$ cat src/rtl/decode_pkg.sv
// Shared types and field helpers for the fost decode stage.
// Helpers work on a MAX_W-bit container so any parameterisation can reuse them.
package decode_pkg;
  localparam int MAX_W = 64;

  typedef enum logic [3:0] {
    OP_NOP  = 4'd0,  OP_ADD  = 4'd1,  OP_SUB  = 4'd2,  OP_AND  = 4'd3,
    OP_OR   = 4'd4,  OP_ADDI = 4'd5,  OP_SUBI = 4'd6,  OP_INCR = 4'd7,
    OP_LDI  = 4'd8,  OP_LD   = 4'd9,  OP_ST   = 4'd10, OP_RSV  = 4'd11,
    OP_BEQ  = 4'd12, OP_BGT  = 4'd13, OP_JUMP = 4'd14, OP_HALT = 4'd15
  } opcode_t;

  typedef enum logic [2:0] {
    ALU_ADD = 3'd0, ALU_SUB = 3'd1, ALU_AND = 3'd2,
    ALU_OR  = 3'd3, ALU_GT  = 3'd4, ALU_EQ  = 3'd5
  } alu_op_t;

  typedef struct packed {
    alu_op_t alu_op;
    logic    mem_read;
    logic    mem_write;
    logic    reg_write;
    logic    branch;
    logic    jump;
    logic    halt;
  } ctrl_t;

  function automatic logic [MAX_W-1:0] zext(input logic [MAX_W-1:0] v, input int w);
    logic [MAX_W-1:0] r;
    for (int i = 0; i < MAX_W; i++) r[i] = (i < w) ? v[i] : 1'b0;
    return r;
  endfunction

  function automatic logic [MAX_W-1:0] sext(input logic [MAX_W-1:0] v, input int w);
    logic [MAX_W-1:0] r;
    for (int i = 0; i < MAX_W; i++) r[i] = (i < w) ? v[i] : v[w-1];
    return r;
  endfunction

  function automatic opcode_t f_opcode(input logic [MAX_W-1:0] inst, input int ra_w);
    return opcode_t'(inst[3*ra_w +: 4]);
  endfunction

  // slot 2 = rd, 1 = rs, 0 = rt
  function automatic logic [MAX_W-1:0] f_reg(input logic [MAX_W-1:0] inst, input int ra_w,
                                             input int slot);
    return zext(inst >> (ra_w * slot), ra_w);
  endfunction
endpackage

$ cat src/rtl/decode_stage_p_regfile.sv
// Architectural register file: two async read ports with write-through, one write port.
module regfile_2r1w #(
  parameter int XLEN = 16,
  parameter int RA_W = 4
) (
  input  logic            clk,
  input  logic            rst,
  input  logic            we,
  input  logic [RA_W-1:0] waddr,
  input  logic [XLEN-1:0] wdata,
  input  logic [RA_W-1:0] raddr_a,
  input  logic [RA_W-1:0] raddr_b,
  output logic [XLEN-1:0] rdata_a,
  output logic [XLEN-1:0] rdata_b
);
  logic [(2**RA_W)-1:0][XLEN-1:0] regs;

  always_ff @(posedge clk or negedge rst) begin
    if (!rst)    regs <= '0;
    else if (we) regs[waddr] <= wdata;
  end

  // a same-cycle write is visible to readers before it lands
  assign rdata_a = (we && waddr == raddr_a) ? wdata : regs[raddr_a];
  assign rdata_b = (we && waddr == raddr_b) ? wdata : regs[raddr_b];
endmodule

$ cat src/rtl/decode_stage_p.sv
// Decode stage: field decode, operand forwarding, load-use stall, output register and halt.
module decode_stage_p
  import decode_pkg::*;
#(
  parameter  int XLEN   = 16,
  parameter  int PC_W   = 16,
  parameter  int RA_W   = 4,
  localparam int INST_W = 4 + 3*RA_W
) (
  input  logic              clk,
  input  logic              rst,
  input  logic              flush,
  input  logic              in_valid,
  output logic              in_ready,
  input  logic [INST_W-1:0] in_inst,
  input  logic [PC_W-1:0]   in_pc,
  output logic              out_valid,
  input  logic              out_ready,
  output ctrl_t             out_ctrl,
  output logic [XLEN-1:0]   out_val1,
  output logic [XLEN-1:0]   out_val2,
  output logic [XLEN-1:0]   out_val3,
  output logic [PC_W-1:0]   out_pc,
  input  logic              ex_wr_en,
  input  logic [RA_W-1:0]   ex_wr_addr,
  input  logic [XLEN-1:0]   ex_wr_data,
  input  logic              ex_is_load,
  input  logic              wb_wr_en,
  input  logic [RA_W-1:0]   wb_wr_addr,
  input  logic [XLEN-1:0]   wb_wr_data,
  output logic              halted
);
  logic [MAX_W-1:0]    inst_w;
  opcode_t             op;
  logic [RA_W-1:0]     rd, rs, rt;
  logic [2*RA_W-1:0]   imm;
  logic [XLEN-1:0]     rf_rd, rf_rs, r_rd, r_rs;
  logic [XLEN-1:0]     imm_s, br_tgt, jmp_tgt;
  ctrl_t               d_ctrl;
  logic [XLEN-1:0]     d_v1, d_v2, d_v3;
  logic                uses_rd, uses_rs, stall, accept;

  assign inst_w = MAX_W'(in_inst);
  assign op     = f_opcode(inst_w, RA_W);
  assign rd     = RA_W'(f_reg(inst_w, RA_W, 2));
  assign rs     = RA_W'(f_reg(inst_w, RA_W, 1));
  assign rt     = RA_W'(f_reg(inst_w, RA_W, 0));
  assign imm    = {rs, rt};

  regfile_2r1w #(.XLEN(XLEN), .RA_W(RA_W)) u_rf (
    .clk(clk), .rst(rst), .we(wb_wr_en), .waddr(wb_wr_addr), .wdata(wb_wr_data),
    .raddr_a(rd), .raddr_b(rs), .rdata_a(rf_rd), .rdata_b(rf_rs)
  );

  // execute result outranks write-back (already folded into the regfile read)
  assign r_rd = (ex_wr_en && ex_wr_addr == rd) ? ex_wr_data : rf_rd;
  assign r_rs = (ex_wr_en && ex_wr_addr == rs) ? ex_wr_data : rf_rs;

  assign imm_s   = XLEN'(sext(MAX_W'(imm), 2*RA_W));
  assign br_tgt  = XLEN'(PC_W'(in_pc + PC_W'(sext(MAX_W'(rt), RA_W))));
  assign jmp_tgt = XLEN'(PC_W'(r_rs));

  always_comb begin
    d_ctrl  = '0;
    d_v1    = '0;
    d_v2    = '0;
    d_v3    = '0;
    uses_rd = 1'b0;
    uses_rs = 1'b0;
    case (op)
      OP_ADD, OP_SUB, OP_AND, OP_OR: begin
        d_ctrl.alu_op    = (op == OP_SUB) ? ALU_SUB : (op == OP_AND) ? ALU_AND :
                           (op == OP_OR)  ? ALU_OR  : ALU_ADD;
        d_ctrl.reg_write = 1'b1;
        d_v1 = r_rd; d_v2 = r_rs; d_v3 = XLEN'(rd);
        uses_rd = 1'b1; uses_rs = 1'b1;
      end
      OP_ADDI, OP_SUBI, OP_INCR: begin
        d_ctrl.alu_op    = (op == OP_SUBI) ? ALU_SUB : ALU_ADD;
        d_ctrl.reg_write = 1'b1;
        d_v1 = r_rd; d_v2 = (op == OP_INCR) ? XLEN'(1) : imm_s; d_v3 = XLEN'(rd);
        uses_rd = 1'b1;
      end
      OP_LDI: begin
        d_ctrl.mem_read = 1'b1; d_ctrl.reg_write = 1'b1;
        d_v1 = XLEN'(imm); d_v3 = XLEN'(rd);
      end
      OP_LD: begin
        d_ctrl.mem_read = 1'b1; d_ctrl.reg_write = 1'b1;
        d_v1 = r_rs; d_v2 = XLEN'(rt); d_v3 = XLEN'(rd);
        uses_rs = 1'b1;
      end
      OP_ST: begin
        d_ctrl.mem_write = 1'b1;
        d_v1 = r_rs; d_v2 = XLEN'(rt); d_v3 = r_rd;
        uses_rd = 1'b1; uses_rs = 1'b1;
      end
      OP_BEQ, OP_BGT: begin
        d_ctrl.alu_op = (op == OP_BEQ) ? ALU_EQ : ALU_GT;
        d_ctrl.branch = 1'b1;
        d_v1 = r_rd; d_v2 = r_rs; d_v3 = br_tgt;
        uses_rd = 1'b1; uses_rs = 1'b1;
      end
      OP_JUMP: begin
        d_ctrl.jump = 1'b1;
        d_v3 = jmp_tgt;
        uses_rs = 1'b1;
      end
      OP_HALT: d_ctrl.halt = 1'b1;
      default: ;
    endcase
  end

  // only registers the opcode really reads can cause a load-use hazard
  assign stall    = ex_is_load && ex_wr_en &&
                    ((uses_rd && ex_wr_addr == rd) || (uses_rs && ex_wr_addr == rs));
  assign in_ready = !halted && !stall && (!out_valid || out_ready);
  assign accept   = in_valid && in_ready && !flush;

  always_ff @(posedge clk or negedge rst) begin
    if (!rst) begin
      out_valid <= 1'b0;
      out_ctrl  <= '0;
      out_val1  <= '0;
      out_val2  <= '0;
      out_val3  <= '0;
      out_pc    <= '0;
      halted    <= 1'b0;
    end else begin
      if (flush) begin
        out_valid <= 1'b0;
      end else if (accept) begin
        out_valid <= 1'b1;
        out_ctrl  <= d_ctrl;
        out_val1  <= d_v1;
        out_val2  <= d_v2;
        out_val3  <= d_v3;
        out_pc    <= in_pc;
      end else if (out_ready) begin
        out_valid <= 1'b0;
      end
      if (out_valid && out_ready && out_ctrl.halt) halted <= 1'b1;
    end
  end
endmodule

$ cat config.mk
export PLATFORM = sky130hd
export DESIGN_NAME = decode_stage_p
export DESIGN_NICKNAME = d
export VERILOG_FILES = /design/src/rtl/decode_pkg.sv /design/src/rtl/decode_stage_p_regfile.sv /design/src/rtl/decode_stage_p.sv
export SDC_FILE = /design/constraint.sdc
export NUM_CORES = 1
export LEC_CHECK = 0
export CAP_MARGIN = 40
export CORE_MARGIN = 2
export CORE_UTILIZATION = 50
export CTS_CLUSTER_SIZE = 25
export DETAILED_ROUTE_END_ITERATION = 6
export PLACE_DENSITY = 0.84
export SYNTH_ARGS = -nofsm -noshare
export SYNTH_HDL_FRONTEND = slang
export SYNTH_SLANG_ARGS = --single-unit
$ cat constraint.sdc
create_clock -name clk -period 2.5 [get_ports clk]
set_clock_uncertainty 0.2 [all_clocks]
set_input_delay 0.25 -clock clk [delete_from_list [all_inputs] [get_ports clk]]
set_output_delay 0.25 -clock clk [all_outputs]
set_load 0.01 [all_outputs]
==> flow_summary.yaml <==
drt:
  count_of_antenna_violating_nets_left_after_detailed_routing: 0
  wire_per_inst_um: 27.4
  drtIter0Drc: 1480
  detail_route.wirelength_um: 61500
  drtPass1Iterations: 7
  remaining_drc_errors: 2
  vias: 14883
  avgViaCountPerCell: 6.63
clocking:
  cts_buffer_depth: 3
  clock_tree_from_tritoncts: "built"
  clock_latency_ns: 0.53
  inserted_clock_buffers: 37
  clkSlewWorstSetupHoldPaths_ns: 0.06
  cts-htree-levels: 2
  tritoncts_num_sinks: 330
  root_buffer: "sky130_fd_sc_hd__clkbuf_16"
synth:
  synth_top_cell_by_area: "sky130_fd_sc_hd__dfrtp_1"
  synth_top_cells_by_area: "sky130_fd_sc_hd__dfrtp_1 (45%), sky130_fd_sc_hd__mux4_2 (19%), sky130_fd_sc_hd__mux2_2 (15%)"
  yosys_register_bits: 330
  mappedNetlistArea_um2: 18500
  number_of_synthesized_flops_with_an_enable_pin: 0
  syn_nets: 1487
  synth_async_sr_flop_share_pct: 100
  synth_warnings: 0
  netlist.area_leader.share_pct: 44.7
  synth-seq-area-share_pct: 44.7
  flip_flop_cell_with_the_highest_count_after_synthesis: "sky130_fd_sc_hd__dfrtp_1"
  netlist_instances: 1391
  yosysUniqueCellTypes: 66
  synth.avg_cell_area_um2: 13.3
timing:
  finalMaxSlewViolations: 0
  worst_slew_pin_slew_ns: 0.636
  finalCritPeriodShare_pct: 107
  final.setup.worst_slack_ns: -0.182
  min_period_ns: 2.68
  maxClockFrequency_mhz: 373
  report.final.hold_viol_count: 0
  rsz_0062_raised_after_global_routing: "true"
  timing.slew.headroom_pct: 57.3
  report.final.setup_viol: 20
  fin_worst_hold_slack_ns: 0.0430
floorplanning:
  die-height_um: 196
  row_count: 70
  die_width_um: 196
  placeable_core_area_um2: 36500
  io-pin-count: 156
  design.die.area_um2: 38500
  initial_cell_density_of_the_core_pct: 50.5
worst_setup_path:
  critical_path_required_time_ns: 2.70
  cp.buffers_inverters: 0
  start_kind: "flip-flop"
  critical-path-top-cell-by-count: "sky130_fd_sc_hd__mux4_2"
  critical_path.slowest_cell: "sky130_fd_sc_hd__mux4_2"
  crit_path_max_incr_delay_ns: 0.53
  critical_path.cell_chain: "mux4_2 > mux4_2 > mux2_4 > mux2i_4 > o22ai_2 > a221o_1"
  endpoint_kind: "flip-flop"
  path_type_of_the_worst_setup_path: "reg -> reg"
  cpLargestDelayFamily: "multiplexers"
  cp_max_fo: 3
  crit_arrival_ns: 2.88
outcome:
  run_status: "finished with violations"
  violations_in_the_final_reports: "DRC, setup timing"
place:
  dp_hpwl_um: 41500
  place_congestion: 0.961
  numPortBuffers: 155
pwr:
  cellLeakagePower_uw: 0.0104
  power_per_cell_area_nw_per_um2: 831
  power.ir.vdd_worst_v: 0.000486
  total_power_uw: 20300
final_layout:
  antenna_cells: 0
  final.fill_count: 2401
  areaGrowthSynthToFinish_pct: 32.1
  final_layout_size_suffix_gt1_share_pct: 47.0
  finish.net_count: 1849
global_route:
  grt_pass1_vias: 15699
  global_route_total_overflow: 0
  grt_first_pass_wirelength_um: 93600
  antenna_found_initial: 0
  grt_use_total_pct: 32.1
  pin_count_of_the_biggest_net_entering_global_routing: 73
min_path:
  type_of_the_tightest_min_delay_check: "in -> reg"
job:
  timing.max_cap.violations: 0
## path summary, 6_finish.rpt
| check | startpoint | to | slack, ns | depth (start not counted) |
|---|---|---|---|---|
| max in group asynchronous | rst | u_rf.regs[92] | 1.19 | 3 |
| worst min register to register | out_pc[8] | out_pc[8] | 0.28 | 2 |
| worst min-delay path | in_inst[1] | out_val2[1] | 0.04 | 4 |
| worst max register to register | u_rf.regs[45] | out_val3[13] | -0.18 | 6 |
| min in group asynchronous | rst | out_val2[11] | 0.11 | 2 |
| worst max-delay path | u_rf.regs[45] | out_val3[13] | -0.18 | 6 |
## repair_timing
action / 4_1_cts / 5_1_grt
pin swaps: 22 / 37
endpoints found under the setup margin: 73 / 41
endpoints found under the hold margin: 166 / 3
resized for setup: 68 / 65
hold buffers: 1 / 3
setup buffers: 13 / 9
## registers in the layout, summed over array words and instances, names as in the netlist
| name | count |
|---|---|
| halted | 1 |
| out_val2 | 16 |
| out_val3 | 16 |
| out_ctrl | 8 |
| u_rf.regs | 256 |
| out_val1 | 16 |
| out_pc | 16 |
| out_valid | 1 |
## cell type report
class	instances	area, um2	area share [%]
multi-input cells	938	10100	41.6
flip-flops and latches	330	8260	33.9
repair buffers	438	4150	17.0
clock buffers	55	1080	4.45
well taps	468	586	2.40
clock inverters	9	138	0.564
inverters	8	30.0	0.123
## layer usage
layer | up-vias | track usage (%) | share of wire, %
li1 | 6049 | - | -
met5 | - | 0 | 0
met2 | 982 | 53.1 | 49
met1 | 7622 | 40.3 | 37
met3 | 230 | 8.30 | 10
met4 | 0 | 13.5 | 4.5
## cell usage after synthesis (all sizes together) (5+ instances only)
cell and instances:
xnor2 18, or3 5, nor2b 6, nand2b 10
inv 8, mux4 154, a221oi 19, a211oi 7
and2 8, a221o 7, dfrtp 330, nor2 64
clkbuf 68, a21o 6, buf 47, o21ai 58
nand2 123, a22oi 11, o21a 10, nor3 9
nor4 5, ha 15, xor2 12, o31ai 6
o211ai 14, nand3b 5, a31oi 8, mux2i 35
mux2 251, a21oi 19
## metrics by stage
step | setup TNS (ns) | instances | cell area (um2) | setup WS [ns] | utilization (%)
after floorplan | -0.333 | 1391 | 18600 | -0.0468 | -
after global placement | -43.83 | 2156 | 22500 | -0.752 | 61.6
after detailed placement | -47.31 | 2156 | 22500 | -0.814 | 61.6
after CTS | -1.06 | 2234 | 24000 | -0.125 | 65.8
after global routing | -2.97 | 2246 | 24400 | -0.191 | 66.8
final | -1.52 | 2246 | 24400 | -0.182 | 66.8
## cells in the final DEF, fill, tap and decap left out, drive strengths merged, types with 4 or more instances in the layout
cell           netlist  routed
xnor2               18      18
dlygate4sd3          0       4
nand2b              10      10
xor2                12      12
mux2               251     251
a221o                7       7
nand3b               5       5
mux4               154     154
a22oi               11      11
o211ai              14      14
nand2              123     123
o21a                10      10
nor2                64      64
clkdlybuf4s50        0     135
a221oi              19      19
nand3                4       4
inv                  8       9
a21o                 6       6
a211oi               7       7
a31oi                8       8
o21ai               58      58
ha                  15      15
dlygate4sd2          0       7
nor3                 9       9
clkinv               0       5
mux2i               35      35
clkbuf              68      56
nor2b                6       6
nor4                 5       5
o221ai               4       4
dlymetal6s2s         0       6
and2                 8       8
or3                  5       5
o31ai                6       6
dfrtp              330     330
buf                 47     285
a21oi               19      19
## power by group
part / switching, uW / total (uW) / internal [uW]
registers: 1110 / 7890 / 6780
logic: 2830 / 6850 / 4020
clock network: 2220 / 5540 / 3320
## worst register-to-register path: stages (launching register included)
cell and delay [ns]:
sky130_fd_sc_hd__dfrtp_1 0.42, sky130_fd_sc_hd__mux4_2 0.49, sky130_fd_sc_hd__mux4_2 0.53, sky130_fd_sc_hd__mux2_4 0.30
sky130_fd_sc_hd__mux2i_4 0.19, sky130_fd_sc_hd__o22ai_2 0.11, sky130_fd_sc_hd__a221o_1 0.32
## kinds of logic (layout without fill, tap and decap cells)
family / after synthesis / after routing / share of synthesized area (%)
compound gates: 199 / 199 / 7.44
simple gates: 253 / 253 / 6.11
mux: 440 / 440 / 36.2
flops: 330 / 330 / 44.7
fa+ha+maj: 16 / 16 / 1.13
xor+xnor: 30 / 30 / 1.42
buf+inv: 123 / 510 / 2.97
(Power assumes the default switching activity.)
